$ cat config.mk
export PLATFORM = sky130hd
export DESIGN_NAME = aes_ctr_ctrl_flat
export DESIGN_NICKNAME = d
export VERILOG_FILES = /design/src/rtl/aes_pkg.sv /design/src/rtl/aes_ctr_ctrl_if.sv /design/src/rtl/aes_ctr_inc.sv /design/src/rtl/aes_ctr_ctrl.sv /design/src/flat_wrapper.sv
export SDC_FILE = /design/constraint.sdc
export NUM_CORES = 1
export LEC_CHECK = 0
export ABC_CLOCK_PERIOD_IN_PS = 2500
export CORE_AREA = 2 2 365 367
export DETAILED_ROUTE_END_ITERATION = 7
export DIE_AREA = 0 0 367 369
export SKIP_CTS_REPAIR_TIMING = 1
export SYNTH_ARGS = -nofsm -noshare
export SYNTH_HDL_FRONTEND = slang
export SYNTH_SLANG_ARGS = --single-unit
$ cat constraint.sdc
create_clock -name clk_i -period 2.5 [get_ports clk_i]
set_input_delay 0.375 -clock clk_i [delete_from_list [all_inputs] [get_ports clk_i]]
set_output_delay 0.375 -clock clk_i [all_outputs]
set_load 0.01 [all_outputs]
$ cat src/rtl/aes_pkg.sv
// Shared types and constants for the AES counter-mode sequencer.
// Imported by the interface, the increment helper and the top.
package aes_pkg;

    localparam int AES_BLOCK_W     = 128;
    localparam int CTR_WIDTH_DEF   = 32;
    localparam int AES_CTR_TIMEOUT = 255;

    typedef enum logic [2:0] {
        ST_IDLE,
        ST_REQ,
        ST_ISSUE,
        ST_WAIT,
        ST_XOR,
        ST_OUT
    } ctr_state_e;

endpackage

$ cat src/rtl/aes_ctr_ctrl_if.sv
// Request/response bus between the CTR sequencer and the AES core.
// master = sequencer side, slave = AES core side.
interface aes_ctr_ctrl_if;
    import aes_pkg::*;

    logic                   aes_on_o;
    logic                   aes_encdec_o;
    logic [AES_BLOCK_W-1:0] aes_key_o;
    logic [AES_BLOCK_W-1:0] aes_block_o;
    logic                   aes_ready_i;
    logic [AES_BLOCK_W-1:0] aes_result_i;
    logic                   aes_result_valid_i;

    modport master (
        output aes_on_o,
        output aes_encdec_o,
        output aes_key_o,
        output aes_block_o,
        input  aes_ready_i,
        input  aes_result_i,
        input  aes_result_valid_i
    );

    modport slave (
        input  aes_on_o,
        input  aes_encdec_o,
        input  aes_key_o,
        input  aes_block_o,
        output aes_ready_i,
        output aes_result_i,
        output aes_result_valid_i
    );

endinterface

$ cat src/rtl/aes_ctr_inc.sv
// Counter-block increment: only the low CTR_WIDTH bits count and wrap;
// the nonce above them is passed through untouched, carry is dropped.
module aes_ctr_inc
    import aes_pkg::*;
#(
    parameter int CTR_WIDTH = CTR_WIDTH_DEF
) (
    input  logic [AES_BLOCK_W-1:0] blk,
    output logic [AES_BLOCK_W-1:0] nxt
);

    localparam logic [AES_BLOCK_W-1:0] MASK =
        {AES_BLOCK_W{1'b1}} >> (AES_BLOCK_W - CTR_WIDTH);

    logic [AES_BLOCK_W-1:0] sum;

    assign sum = blk + {{(AES_BLOCK_W-1){1'b0}}, 1'b1};
    assign nxt = (blk & ~MASK) | (sum & MASK);

endmodule

$ cat src/rtl/aes_ctr_ctrl.sv
// AES-128 CTR sequencer: one core request per block, XOR with din.
// Optional watchdog on the core wait: define AES_CTR_TIMEOUT_EN.
module aes_ctr_ctrl
    import aes_pkg::*;
#(
    parameter int CTR_WIDTH = CTR_WIDTH_DEF
) (
    input  logic                   clk_i,
    input  logic                   rst_ni,
    input  logic                   start_i,
    input  logic [AES_BLOCK_W-1:0] key_i,
    input  logic [AES_BLOCK_W-1:0] iv_i,
    input  logic [15:0]            num_blocks_i,
    output logic                   busy_o,
    output logic                   done_o,
    output logic                   err_o,
    input  logic                   din_valid_i,
    output logic                   din_ready_o,
    input  logic [AES_BLOCK_W-1:0] din_i,
    output logic                   dout_valid_o,
    input  logic                   dout_ready_i,
    output logic [AES_BLOCK_W-1:0] dout_o,
    aes_ctr_ctrl_if.master         aes
);

    ctr_state_e             state_q;
    ctr_state_e             state_d;
    logic [AES_BLOCK_W-1:0] key_q;
    logic [AES_BLOCK_W-1:0] ctr_q;
    logic [AES_BLOCK_W-1:0] ctr_nxt;
    logic [AES_BLOCK_W-1:0] ks_q;
    logic [AES_BLOCK_W-1:0] dout_q;
    logic [15:0]            rem_q;
    logic                   done_q;
    logic                   done_d;
    logic                   job_go;
    logic                   din_hs;

`ifdef AES_CTR_TIMEOUT_EN
    localparam logic [7:0] WD_LAST = 8'(AES_CTR_TIMEOUT - 1);
    logic [7:0] wd_q;
    logic       err_q;
    logic       err_d;
`endif

    assign job_go = (state_q == ST_IDLE) && start_i && (num_blocks_i != '0);
    assign din_hs = (state_q == ST_XOR) && din_valid_i;

    aes_ctr_inc #(
        .CTR_WIDTH (CTR_WIDTH)
    ) u_inc (
        .blk (ctr_q),
        .nxt (ctr_nxt)
    );

    // State register.
    always_ff @(posedge clk_i or negedge rst_ni) begin
        if (!rst_ni) begin
            state_q <= ST_IDLE;
        end else begin
            state_q <= state_d;
        end
    end

    // Next state and end-of-job pulses.
    always_comb begin
        state_d = state_q;
        done_d  = 1'b0;
`ifdef AES_CTR_TIMEOUT_EN
        err_d   = 1'b0;
`endif
        unique case (state_q)
            ST_IDLE: begin
                if (start_i) begin
                    if (num_blocks_i != '0) begin
                        state_d = ST_REQ;
                    end else begin
                        done_d = 1'b1;
                    end
                end
            end
            ST_REQ: begin
                if (aes.aes_ready_i) begin
                    state_d = ST_ISSUE;
                end
            end
            ST_ISSUE: begin
                state_d = ST_WAIT;
            end
            ST_WAIT: begin
                if (aes.aes_result_valid_i) begin
                    state_d = ST_XOR;
                end
`ifdef AES_CTR_TIMEOUT_EN
                else if (wd_q == WD_LAST) begin
                    state_d = ST_IDLE;
                    done_d  = 1'b1;
                    err_d   = 1'b1;
                end
`endif
            end
            ST_XOR: begin
                if (din_valid_i) begin
                    state_d = ST_OUT;
                end
            end
            ST_OUT: begin
                if (dout_ready_i) begin
                    if (rem_q == '0) begin
                        state_d = ST_IDLE;
                        done_d  = 1'b1;
                    end else begin
                        state_d = ST_REQ;
                    end
                end
            end
            default: begin
                state_d = ST_IDLE;
            end
        endcase
    end

    // Job registers: key/counter/count on start, keystream, output block.
    always_ff @(posedge clk_i or negedge rst_ni) begin
        if (!rst_ni) begin
            key_q  <= '0;
            ctr_q  <= '0;
            rem_q  <= '0;
            ks_q   <= '0;
            dout_q <= '0;
        end else begin
            if (job_go) begin
                key_q <= key_i;
                ctr_q <= iv_i;
                rem_q <= num_blocks_i;
            end
            if (state_q == ST_WAIT && aes.aes_result_valid_i) begin
                ks_q <= aes.aes_result_i;
            end
            if (din_hs) begin
                dout_q <= din_i ^ ks_q;
                ctr_q  <= ctr_nxt;
                rem_q  <= rem_q - 16'd1;
            end
        end
    end

    // Registered done pulse.
    always_ff @(posedge clk_i or negedge rst_ni) begin
        if (!rst_ni) begin
            done_q <= 1'b0;
        end else begin
            done_q <= done_d;
        end
    end

`ifdef AES_CTR_TIMEOUT_EN
    // Watchdog counts cycles spent in WAIT; error pulse rides with done.
    always_ff @(posedge clk_i or negedge rst_ni) begin
        if (!rst_ni) begin
            wd_q  <= '0;
            err_q <= 1'b0;
        end else begin
            err_q <= err_d;
            if (state_q != ST_WAIT) begin
                wd_q <= '0;
            end else begin
                wd_q <= wd_q + 8'd1;
            end
        end
    end

    assign err_o = err_q;
`else
    assign err_o = 1'b0;
`endif

    assign busy_o       = (state_q != ST_IDLE);
    assign done_o       = done_q;
    assign din_ready_o  = (state_q == ST_XOR);
    assign dout_valid_o = (state_q == ST_OUT);
    assign dout_o       = dout_q;

    assign aes.aes_on_o     = (state_q == ST_ISSUE);
    assign aes.aes_encdec_o = 1'b1;
    assign aes.aes_key_o    = key_q;
    assign aes.aes_block_o  = ctr_q;

endmodule

$ cat src/flat_wrapper.sv
// flat-port wrapper written by rule: the top's interface ports become plain ports
module aes_ctr_ctrl_flat import aes_pkg::*;
#(
    parameter int CTR_WIDTH = CTR_WIDTH_DEF
)
  (clk_i, rst_ni, start_i, key_i, iv_i, num_blocks_i, busy_o, done_o, err_o, din_valid_i, din_ready_o, din_i, dout_valid_o, dout_ready_i, dout_o, aes_aes_on_o, aes_aes_encdec_o, aes_aes_key_o, aes_aes_block_o, aes_aes_ready_i, aes_aes_result_i, aes_aes_result_valid_i);
  aes_ctr_ctrl_if aes_i ();
  input  logic clk_i;
  input  logic rst_ni;
  input  logic start_i;
  input  logic [AES_BLOCK_W-1:0] key_i;
  input  logic [AES_BLOCK_W-1:0] iv_i;
  input  logic [15:0] num_blocks_i;
  output logic busy_o;
  output logic done_o;
  output logic err_o;
  input  logic din_valid_i;
  output logic din_ready_o;
  input  logic [AES_BLOCK_W-1:0] din_i;
  output logic dout_valid_o;
  input  logic dout_ready_i;
  output logic [AES_BLOCK_W-1:0] dout_o;
  output wire logic [$bits(aes_i.aes_on_o)-1:0] aes_aes_on_o;
  output wire logic [$bits(aes_i.aes_encdec_o)-1:0] aes_aes_encdec_o;
  output wire logic [$bits(aes_i.aes_key_o)-1:0] aes_aes_key_o;
  output wire logic [$bits(aes_i.aes_block_o)-1:0] aes_aes_block_o;
  input wire logic [$bits(aes_i.aes_ready_i)-1:0] aes_aes_ready_i;
  input wire logic [$bits(aes_i.aes_result_i)-1:0] aes_aes_result_i;
  input wire logic [$bits(aes_i.aes_result_valid_i)-1:0] aes_aes_result_valid_i;
  assign aes_aes_on_o = aes_i.aes_on_o;
  assign aes_aes_encdec_o = aes_i.aes_encdec_o;
  assign aes_aes_key_o = aes_i.aes_key_o;
  assign aes_aes_block_o = aes_i.aes_block_o;
  assign aes_i.aes_ready_i = aes_aes_ready_i;
  assign aes_i.aes_result_i = aes_aes_result_i;
  assign aes_i.aes_result_valid_i = aes_aes_result_valid_i;
  aes_ctr_ctrl #(.CTR_WIDTH(CTR_WIDTH)) u_core (.clk_i(clk_i), .rst_ni(rst_ni), .start_i(start_i), .key_i(key_i), .iv_i(iv_i), .num_blocks_i(num_blocks_i), .busy_o(busy_o), .done_o(done_o), .err_o(err_o), .din_valid_i(din_valid_i), .din_ready_o(din_ready_o), .din_i(din_i), .dout_valid_o(dout_valid_o), .dout_ready_i(dout_ready_i), .dout_o(dout_o), .aes(aes_i));
endmodule
==> impl_results.md <==
* Status: completed
* Drt total wl at 95200 um
* First-pass GRT wire length at 136000 um
* CP max-delay cell: clkdlybuf4s50_1
* Crit-path cells: nor3b_1 -> clkdlybuf4s50_1
* Period utilization at 0.960
* Post-Synth Adder-Cell Area at 0.00172
* Post-synthesis mux area share at 0.0671
* Root Buffer: clkbuf_16
* Via density at 3.81
* WP data arrival at 2020 ps
* Endpoints failing setup at 0
* Setup crit end kind: output pin
* Post-synthesis xor/xnor area fraction at 0.0543
* CORE AREA at 131000 sq um
* Final Critical Period at 2400 ps
* Cell family with most CP delay: buffers and inverters
* CP Buf/Inv Count at 1
* Largest family of logic cells by synthesized area: simple AND/OR/NAND/NOR gates
* Slew HR at 0.586
* Final Hold Vio Count at 0
* CTS tree: done
* Placed Instances at 4773
* Slew @ Worst Pin at 616 ps
* DRC Markers at 0
* Clk Latency, worst-skew pair at 640 ps
* RSZ-0062 raised after global routing: yes
* Nets@finish at 3627
* Post-synthesis sequential area ratio at 0.611
* Max stage delay on crit path at 600 ps
* Initial antenna violation count at 19
* IO Port Bufs at 923
* Initial core utilization at 0.166
* Vias in the first global route at 19300
* WS Path Type: reg -> out
* Worst min path class: in -> reg
* Setup Skew at 23.8 ps
* Total power draw at 44000 uW
* CTS sink cnt at 532
* Post-synthesis compound-gate area fraction at 0.0547
* Seq cells post-synth at 532
* DP Area at 33700 sq um
* Commonest cells after routing, fill and taps aside: clkdlybuf4s50_1, nand2_1, dfrtp_1, o21ai_0, xnor2_1
* I/O pins at 926
* Max cap viols at 0
* Avg WL per Cell at 19.4 um
* RePlAce Congestion at 0.878
* CP Launch Type: flop
* Num rows at 133
* CP Max Fanout at 10
* Utilization after layout at 0.275
* Via count at 18700
* Cell area after synthesis at 21800 sq um
* PwrDens at 1220 nW/um^2
* Number of library cell types mapped by synthesis at 52
* FILL cells at 13900
* Routed Antenna Nets at 0
* Synthesized area per cell at 10.3 sq um
* Commonest non-fill, non-tap cell in the layout: clkdlybuf4s50_1
* Layout area overhead at 65.4%
* Max Freq at 417 MHz
* Post-Synthesis Cells at 2116
* Share of layout cells above drive strength 1 at 0.110
* Ys flop type: dfrtp_1
* Post-synth EDFFs at 0
* Worst-case vdd ir drop at 0.637 mV
* Die Wd at 367 um
* Final TNS setup at 0 ps
* Htree depth at 3
* Final instance area at 36000 sq um
* Post-DP HPWL at 76500 um
* Largest net degree at the start of global routing at 87
* Synth warnings at 0
* FFs w/ async S/R, synth at 1.00
* First-iteration detailed-routing DRC count at 1122
* Final Slew Violations at 0
* Layout Cells excl Fill at 4901
* Worst EP required at 2120 ps
* DIE AREA at 135000 sq um
* Synth Area in Simple Gates at 0.184
* GRT overflow at 0
* Floorplan die height at 369 um
* Post-Synthesis Net Count at 2654
* First-pass detailed-route iteration total at 7
* Global Route Usage Sum at 0.138
* Clock transition at path regs at 60 ps
* Clock tree buffer depth at 3
* Cts bufs inserted at 68
* Cell leakage power at 0.0156 uW
-- cells in the mapped netlist, types with 3 or more instances --
cell type    n  share of area
a21oi_1     11         0.0025
a221o_1      5         0.0023
a22oi_1      3         0.0010
and2_1       5         0.0014
and3_1       4         0.0011
and4_1       4         0.0016
buf_2       29         0.0067
buf_4       24         0.0083
clkbuf_1    57         0.0098
dfrtp_1    532           0.61
ha_1         3         0.0017
inv_1       10         0.0017
mux2_2     129          0.067
nand2_1    869           0.15
nand2b_1     3        0.00086
nand3_1     37         0.0085
nand4_1     10         0.0029
nor2_1      14         0.0024
nor2b_1      3        0.00086
nor3_1       8         0.0018
nor4_1       5         0.0014
o211ai_1    24         0.0083
o21ai_0    142          0.033
o311ai_0    11         0.0044
or3_1        4         0.0011
or4_1        4         0.0014
xnor2_1    130          0.052
xor2_1       5         0.0020
-- stage by stage --
step | hold slack, ps | worst slack [ps]
final | 268 | 101
after global routing | 203 | -19.5
after CTS | -330 | -137
after detailed placement | 416 | 174
after global placement | 417 | 218
after floorplan | 79.4 | 690
-- flip-flops by register name, indices dropped and copies added, names as in the netlist --
register / cells
u_core.rem_q: 16
u_core.ks_q: 128
u_core.done_o: 1
u_core.aes.aes_key_o: 128
u_core.dout_o: 128
u_core.state_q: 3
u_core.aes.aes_block_o: 128
-- worst paths after layout --
path                                                   end  slack (ps)  cells after the start                       from
worst max-delay path                           din_ready_o         100                      2          u_core.state_q[1]
worst max register to register  u_core.aes.aes_block_o[29]         280                      7  u_core.aes.aes_block_o[7]
min in group asynchronous                u_core.dout_o[65]         340                      2                     rst_ni
worst min register to register     u_core.aes.aes_key_o[2]         470                      2    u_core.aes.aes_key_o[2]
max in group asynchronous                  u_core.rem_q[1]        1290                      3                     rst_ni
worst min-delay path              u_core.aes.aes_key_o[52]         270                      3                  key_i[52]
-- report_power, final --
part / switching [uW] / internal, uW
clock network: 4030 / 6270
logic: 8490 / 9410
registers: 3020 / 12700
-- final cells by class --
cell class | count | area [sq um] | area share
well taps | 1755 | 2200 | 0.0610
repair buffers | 1015 | 10200 | 0.284
clock inverters | 16 | 248 | 0.00688
diodes | 5 | 12.5 | 0.000347
clock buffers | 106 | 2090 | 0.0579
multi-input cells | 1462 | 7900 | 0.219
flip-flops and latches | 532 | 13300 | 0.370
inverters | 10 | 37.5 | 0.00104
-- worst register-to-register path, stage by stage, from the launching register on --
cell and delay, ps:
dfrtp_1 560, nand4_1 180, buf_4 220, and4bb_2 460, buf_4 180, nand3_1 90
or3_1 330, o211ai_1 110
-- per-layer routing --
| metal | global-route usage | wire (um) | up-vias |
|---|---|---|---|
| met5 | 0 | 25 | - |
| met4 | 0.0477 | 2900 | 4 |
| met3 | 0.0581 | 9330 | 143 |
| met2 | 0.222 | 44800 | 745 |
| met1 | 0.163 | 38100 | 8932 |
| li1 | - | - | 8832 |
-- logic make-up after synthesis --
group / Yosys count
DFF: 532
adders and majority gates: 3
and+or+nand+nor: 986
muxes: 130
xor gates and xnor gates: 135
buffers and inverters: 122
AOI/OAI and AO/OA: 206
other: 2
Power figures use the tool's default switching activity.
